[config.mk]
export PLATFORM = sky130hd
export DESIGN_NAME = axil_arbiter_rd
export DESIGN_NICKNAME = d
export VERILOG_FILES = /design/src/rtl/axil_arbiter_rd.sv
export SDC_FILE = /design/constraint.sdc
export NUM_CORES = 1
export LEC_CHECK = 0
export BUFFER_PORTS_ARGS = -buffer_cell sky130_fd_sc_hd__buf_2
export CORE_UTILIZATION = 44
export DETAILED_ROUTE_END_ITERATION = 6
export GPL_TIMING_DRIVEN = 0
export PLACE_DENSITY = 0.74
export SLEW_MARGIN = 20
export SYNTH_ARGS = -nofsm -noshare
export SYNTH_HDL_FRONTEND = slang
export SYNTH_SLANG_ARGS = --single-unit
[constraint.sdc]
create_clock -name aclk -period 1.7 [get_ports aclk]
set_clock_uncertainty 0.15 [all_clocks]
set_input_delay 0.17 -clock aclk [delete_from_list [all_inputs] [get_ports aclk]]
set_output_delay 0.17 -clock aclk [all_outputs]
set_load 0.01 [all_outputs]
[src/rtl/axil_arbiter_rd.sv]
// axil_arbiter_rd
// Read-channel arbiter/sequencer for the AXI-Lite priority interconnect.
// Grants one master the AR path, waits out the registered address decoder,
// then either routes AR/R to the decoded slave or answers DECERR itself.
// One outstanding read at a time; the grant is held until the R handshake.
//
// Build option:
//   AXIL_ARB_RD_RR_EN  defined   -> round-robin arbitration (rr_ptr register)
//                      undefined -> fixed priority, lowest index wins
module axil_arbiter_rd #(
   parameter int NUMBER_MASTER = 4,
   parameter int NUMBER_SLAVE  = 4,
   parameter int DECODE_CYCLES = 2,
   localparam int IDX_W = (NUMBER_MASTER > 1) ? $clog2(NUMBER_MASTER) : 1
) (
   input  logic                     aclk,
   input  logic                     aresetn,
   input  logic [NUMBER_MASTER-1:0] m_arvalid,
   output logic [NUMBER_MASTER-1:0] grant,
   output logic [IDX_W-1:0]         grant_idx,
   output logic                     dec_arvalid,
   input  logic [NUMBER_SLAVE-1:0]  slv_valid,
   input  logic                     slv_invalid,
   output logic [NUMBER_SLAVE-1:0]  slv_sel,
   output logic                     ar_en,
   input  logic                     ar_hs,
   input  logic                     r_hs,
   output logic                     err_rvalid,
   input  logic                     err_rready,
   output logic                     busy
);

   localparam int                CNT_W    = (DECODE_CYCLES > 1) ? $clog2(DECODE_CYCLES) : 1;
   localparam logic [CNT_W-1:0]  CNT_LAST = CNT_W'(DECODE_CYCLES - 1);
   localparam logic [IDX_W-1:0]  IDX_LAST = IDX_W'(NUMBER_MASTER - 1);

   typedef enum logic [2:0] {
      S_IDLE,
      S_DECODE,
      S_ADDR,
      S_RESP,
      S_ERR
   } state_t;

   state_t                   state;
   state_t                   state_nxt;
   logic [CNT_W-1:0]         cnt;
   logic                     req_any;
   logic                     dec_last;
   logic                     dec_hit;
   logic [NUMBER_SLAVE-1:0]  slv_low;
   logic [IDX_W-1:0]         win_idx;
   logic                     win_found;
   logic [NUMBER_MASTER-1:0] win_oh;

   assign req_any  = |m_arvalid;
   assign dec_last = (state == S_DECODE) && (cnt == CNT_LAST);
   assign dec_hit  = !slv_invalid && (|slv_valid);
   assign win_oh   = NUMBER_MASTER'(1) << win_idx;

   // keep only the lowest set decoder hit (overlapping ranges go to the lowest slave)
   always_comb begin
      slv_low = '0;
      for (int unsigned i = 0; i < NUMBER_SLAVE; i++) begin
         if (slv_valid[i] && (slv_low == '0)) begin
            slv_low[i] = 1'b1;
         end
      end
   end

`ifdef AXIL_ARB_RD_RR_EN
   logic [IDX_W-1:0] rr_ptr;

   // round-robin winner: first requester at or after rr_ptr, wrapping
   always_comb begin
      win_idx   = '0;
      win_found = 1'b0;
      for (int unsigned i = 0; i < NUMBER_MASTER; i++) begin
         if (!win_found && m_arvalid[(int'(rr_ptr) + i) % NUMBER_MASTER]) begin
            win_found = 1'b1;
            win_idx   = IDX_W'((int'(rr_ptr) + i) % NUMBER_MASTER);
         end
      end
   end

   // pointer moves to the master after the one just granted
   always_ff @(posedge aclk or negedge aresetn) begin
      if (!aresetn) begin
         rr_ptr <= '0;
      end else if ((state == S_IDLE) && req_any) begin
         rr_ptr <= (win_idx == IDX_LAST) ? '0 : win_idx + IDX_W'(1);
      end
   end
`else
   // fixed-priority winner: lowest requesting index
   always_comb begin
      win_idx   = '0;
      win_found = 1'b0;
      for (int unsigned i = 0; i < NUMBER_MASTER; i++) begin
         if (!win_found && m_arvalid[i]) begin
            win_found = 1'b1;
            win_idx   = IDX_W'(i);
         end
      end
   end
`endif

   // state register
   always_ff @(posedge aclk or negedge aresetn) begin
      if (!aresetn) begin
         state <= S_IDLE;
      end else begin
         state <= state_nxt;
      end
   end

   // next-state logic
   always_comb begin
      state_nxt = state;
      case (state)
         S_IDLE:   if (req_any)    state_nxt = S_DECODE;
         S_DECODE: if (dec_last)   state_nxt = dec_hit ? S_ADDR : S_ERR;
         S_ADDR:   if (ar_hs)      state_nxt = S_RESP;
         S_RESP:   if (r_hs)       state_nxt = S_IDLE;
         S_ERR:    if (err_rready) state_nxt = S_IDLE;
         default:                  state_nxt = S_IDLE;
      endcase
   end

   // state-decoded outputs
   always_comb begin
      dec_arvalid = 1'b0;
      ar_en       = 1'b0;
      err_rvalid  = 1'b0;
      busy        = (state != S_IDLE);
      case (state)
         S_DECODE: dec_arvalid = 1'b1;
         S_ADDR:   ar_en       = 1'b1;
         S_ERR:    err_rvalid  = 1'b1;
         default:  ;
      endcase
   end

   // grant, decode counter and slave select registers
   always_ff @(posedge aclk or negedge aresetn) begin
      if (!aresetn) begin
         grant     <= '0;
         grant_idx <= '0;
         cnt       <= '0;
         slv_sel   <= '0;
      end else begin
         case (state)
            S_IDLE: begin
               cnt <= '0;
               if (req_any) begin
                  grant     <= win_oh;
                  grant_idx <= win_idx;
               end else begin
                  grant     <= '0;
                  grant_idx <= '0;
               end
            end
            S_DECODE: begin
               cnt <= cnt + CNT_W'(1);
               if (dec_last) begin
                  slv_sel <= slv_low;
               end
            end
            S_RESP: begin
               if (r_hs) begin
                  grant     <= '0;
                  grant_idx <= '0;
                  slv_sel   <= '0;
               end
            end
            S_ERR: begin
               if (err_rready) begin
                  grant     <= '0;
                  grant_idx <= '0;
                  slv_sel   <= '0;
               end
            end
            default: ;
         endcase
      end
   end

endmodule

==> results.tsv <==
stage	metric	value	unit
grt	grt_pass1_vias	594	
worst_setup_path	crit_required	1.71	ns
min_path	min_to	state[1]	
die	io_pins	28	
power_and_ir_drop	p_leak	0.542	nW
drt	drt-initial-drc-count	9	
place	dpl_cell_area	0.00100	mm^2
min_path	hold_class	primary input to register	
logic_synthesis	synth.top_cell.area_share	41.9	%
logic_synthesis	yosysSeqAreaShare	41.9	%
cells_and_area	nNetsFinal	126	
worst_setup_path	reg2regPathDepth	3	
logic_synthesis	yosysWarnings	0	
worst_setup_path	critPathLaunchType	register	
clock_tree	clock_latency	0.27	ns
drt	met3RoutedLength	76	um
die	core_area	0.00175	mm^2
clock_tree	cts_tree	done	
logic_synthesis	ys_top_cells_by_area	dfrtp_1 42%, mux2_2 13%, buf_6 4.0%	
drt	firstDrtPassIters	4	
place	place.gp.congestion	0.813	
clock_tree	ctsRootBufferMaster	clkbuf_4	
drt	routed_wl	1670	um
cells_and_area	final_cell_area	0.00109	mm^2
worst_setup_path	cp.arrival	1.67	ns
cells_and_area	final_cell_mix	26 x buf_2, 13 x dfrtp_1, 10 x mux2_2, 6 x buf_6	
logic_synthesis	syn-num-nets	89	
place	dp_hpwl	1250	um
clock_tree	clock-sinks	14	
cells_and_area	antennaDiodeCount	0	
min_path	holdCritStartpoint	slv_invalid	
grt	grt_use_total	18.1	%
timing	final-max-slew-violation-count	0	
logic_synthesis	synth_area_leader_cell	dfrtp_1	
timing	min_period_over_period	97.6	%
power_and_ir_drop	p_per_area	1590	mW/mm^2
worst_setup_path	rr_startpoint	state[1]	
grt	grt_pass1_wl	2590	um
timing	finalCriticalPeriod	1.66	ns
worst_setup_path	cp_max_fo	5	
timing	clock.fmax	603	MHz
timing	hold_viol	0	
die	die_x	45.6	um
logic_synthesis	syn_inst	75	
drt	wl_met1	764	um
logic_synthesis	syn_area	837	um^2
drt	drc	0	
worst_setup_path	crit_type	register to register	
clock_tree	clockBufferDepth	2	
timing	setup_viol	0	
timing	worst_pin_slew	0.365	ns
clock_tree	cts_buffers	3	
timing	grt_setup_unrepaired	yes	
die	fp-row-count	15	
grt	grt-ovfl-total	0	
power_and_ir_drop	peakVddDrop	0.932	mV
cells_and_area	synthToLayoutAreaGrowth	30.0	%
drt	wl_per_cell	12.3	um
drt	vias	680	
logic_synthesis	ys_types	27	
cells_and_area	final_common_cell	buf_2	
power_and_ir_drop	total_power	1.73	mW
drt	wl_met2	795	um
worst_setup_path	rrSetupSlack	0.04	ns
die	die_h	45.6	um
clock_tree	clk_pin_slew	0.07	ns
logic_synthesis	ys_ff_latch	14	
drt	ant_nets	0	
die	die-area	0.00208	mm^2
cells_and_area	drive_above_1_share	52.7	%
timing	relSlewSlack	75.4	%
clock_tree	htreeDepth	1	
outcome	outcome	complete, no violations	
worst_setup_path	timing.rr.end	slv_sel[0]	
place	io_buffers	27	
grt	grt_start_max_net_pins	15	
worst_setup_path	startpoint	state[1]	
drt	viasPerCell	5.04	
job	max_cap_violations	0	
worst_setup_path	critPathCaptureType	register	
cells_and_area	fin_util	62.4	%
drt	routed.top_layer	met4	
min_path	holdPathStages	3	
grt	antenna_found_initial	0	
logic_synthesis	avgSynthCellArea	11.2	um^2
die	initial_core_util	48.0	%
-- critical path: stages, from the launching register on --
cell     delay (ns)
dfrtp_2        0.43
mux2_2         0.38
a22oi_4        0.22
mux2_2         0.36
-- cells in the mapped netlist (all sizes together) --
cell and number:
dfrtp 14, mux2 10, buf 5, inv 5, nor4 5, a21oi 4
nand2b 4, nor2 4, nor3b 4, nand2 3, nor3 2, nor4b 2
or2 2, a2111oi 1, a221o 1, a22oi 1, a32o 1, and3b 1
nor2b 1, o211ai 1, o22ai 1, or3 1, or4 1, or4b 1
-- power by group --
group	leakage (nW)	switching, mW	internal, mW
clock	0.0138	0.0938	0.0819
sequential	0.180	0.0835	0.470
combinational	0.348	0.464	0.537
total	0.542	0.641	1.09
-- final cells by class --
type / count / area (um^2)
flip-flops and latches: 14 / 352
plain buffers: 5 / 56.3
inverters: 5 / 18.8
multi-input cells: 51 / 427
well taps: 25 / 31.3
repair buffers: 32 / 181
fillers: 154 / 657
clock buffers: 3 / 22.5
-- per-layer routing --
layer / global-route usage, % / vias to the layer above
li1: - / 343
met1: 23.5 / 318
met2: 27.4 / 15
met3: 4.76 / 4
met4: 9.09 / 0
met5: 0 / -
-- sequential cells by signal (all words and copies together), names as in the netlist --
signal / flops
grant_idx: 2
cnt: 1
slv_sel: 4
state: 3
grant: 4
-- how the worst max path moves through the flow --
stage                 endpoint  depth (start not counted)
detailed placement  slv_sel[0]                          3
finish              slv_sel[0]                          3
global route        slv_sel[1]                          5
floorplan           slv_sel[0]                          3
global placement    slv_sel[1]                          3
CTS                       busy                          3
-- metrics by stage --
stage	instances	hold slack, ns	TNS, ns	setup WS, ns
6_report	135	0.0151	0	0.0408
5_1_grt	135	0.0178	-0.0366	-0.0141
4_1_cts	134	0.0101	0	0.00768
3_5_place_dp	127	-0.0621	0	0.00537
3_3_place_gp	127	-0.0653	0	0.0354
2_1_floorplan	75	-0.276	0	0.113
-- repair_timing --
action                     4_1_cts  5_1_grt
setup buffers                    3        1
gates resized for setup          5        1
setup endpoints to repair        2       10
hold endpoints to repair        14        0
pin swaps                        1        3
hold buffers                     1        0
-- kinds of logic (layout without fill, tap and decap cells) --
logic type	after synthesis	in the layout	share of synthesized area [%]
flops	14	14	41.9
compound gates	10	10	12.4
mux	10	10	13.5
simple gates	31	31	24.5
buf+inv	10	45	7.77
No activity file was read; power rests on OpenSTA's default activity.
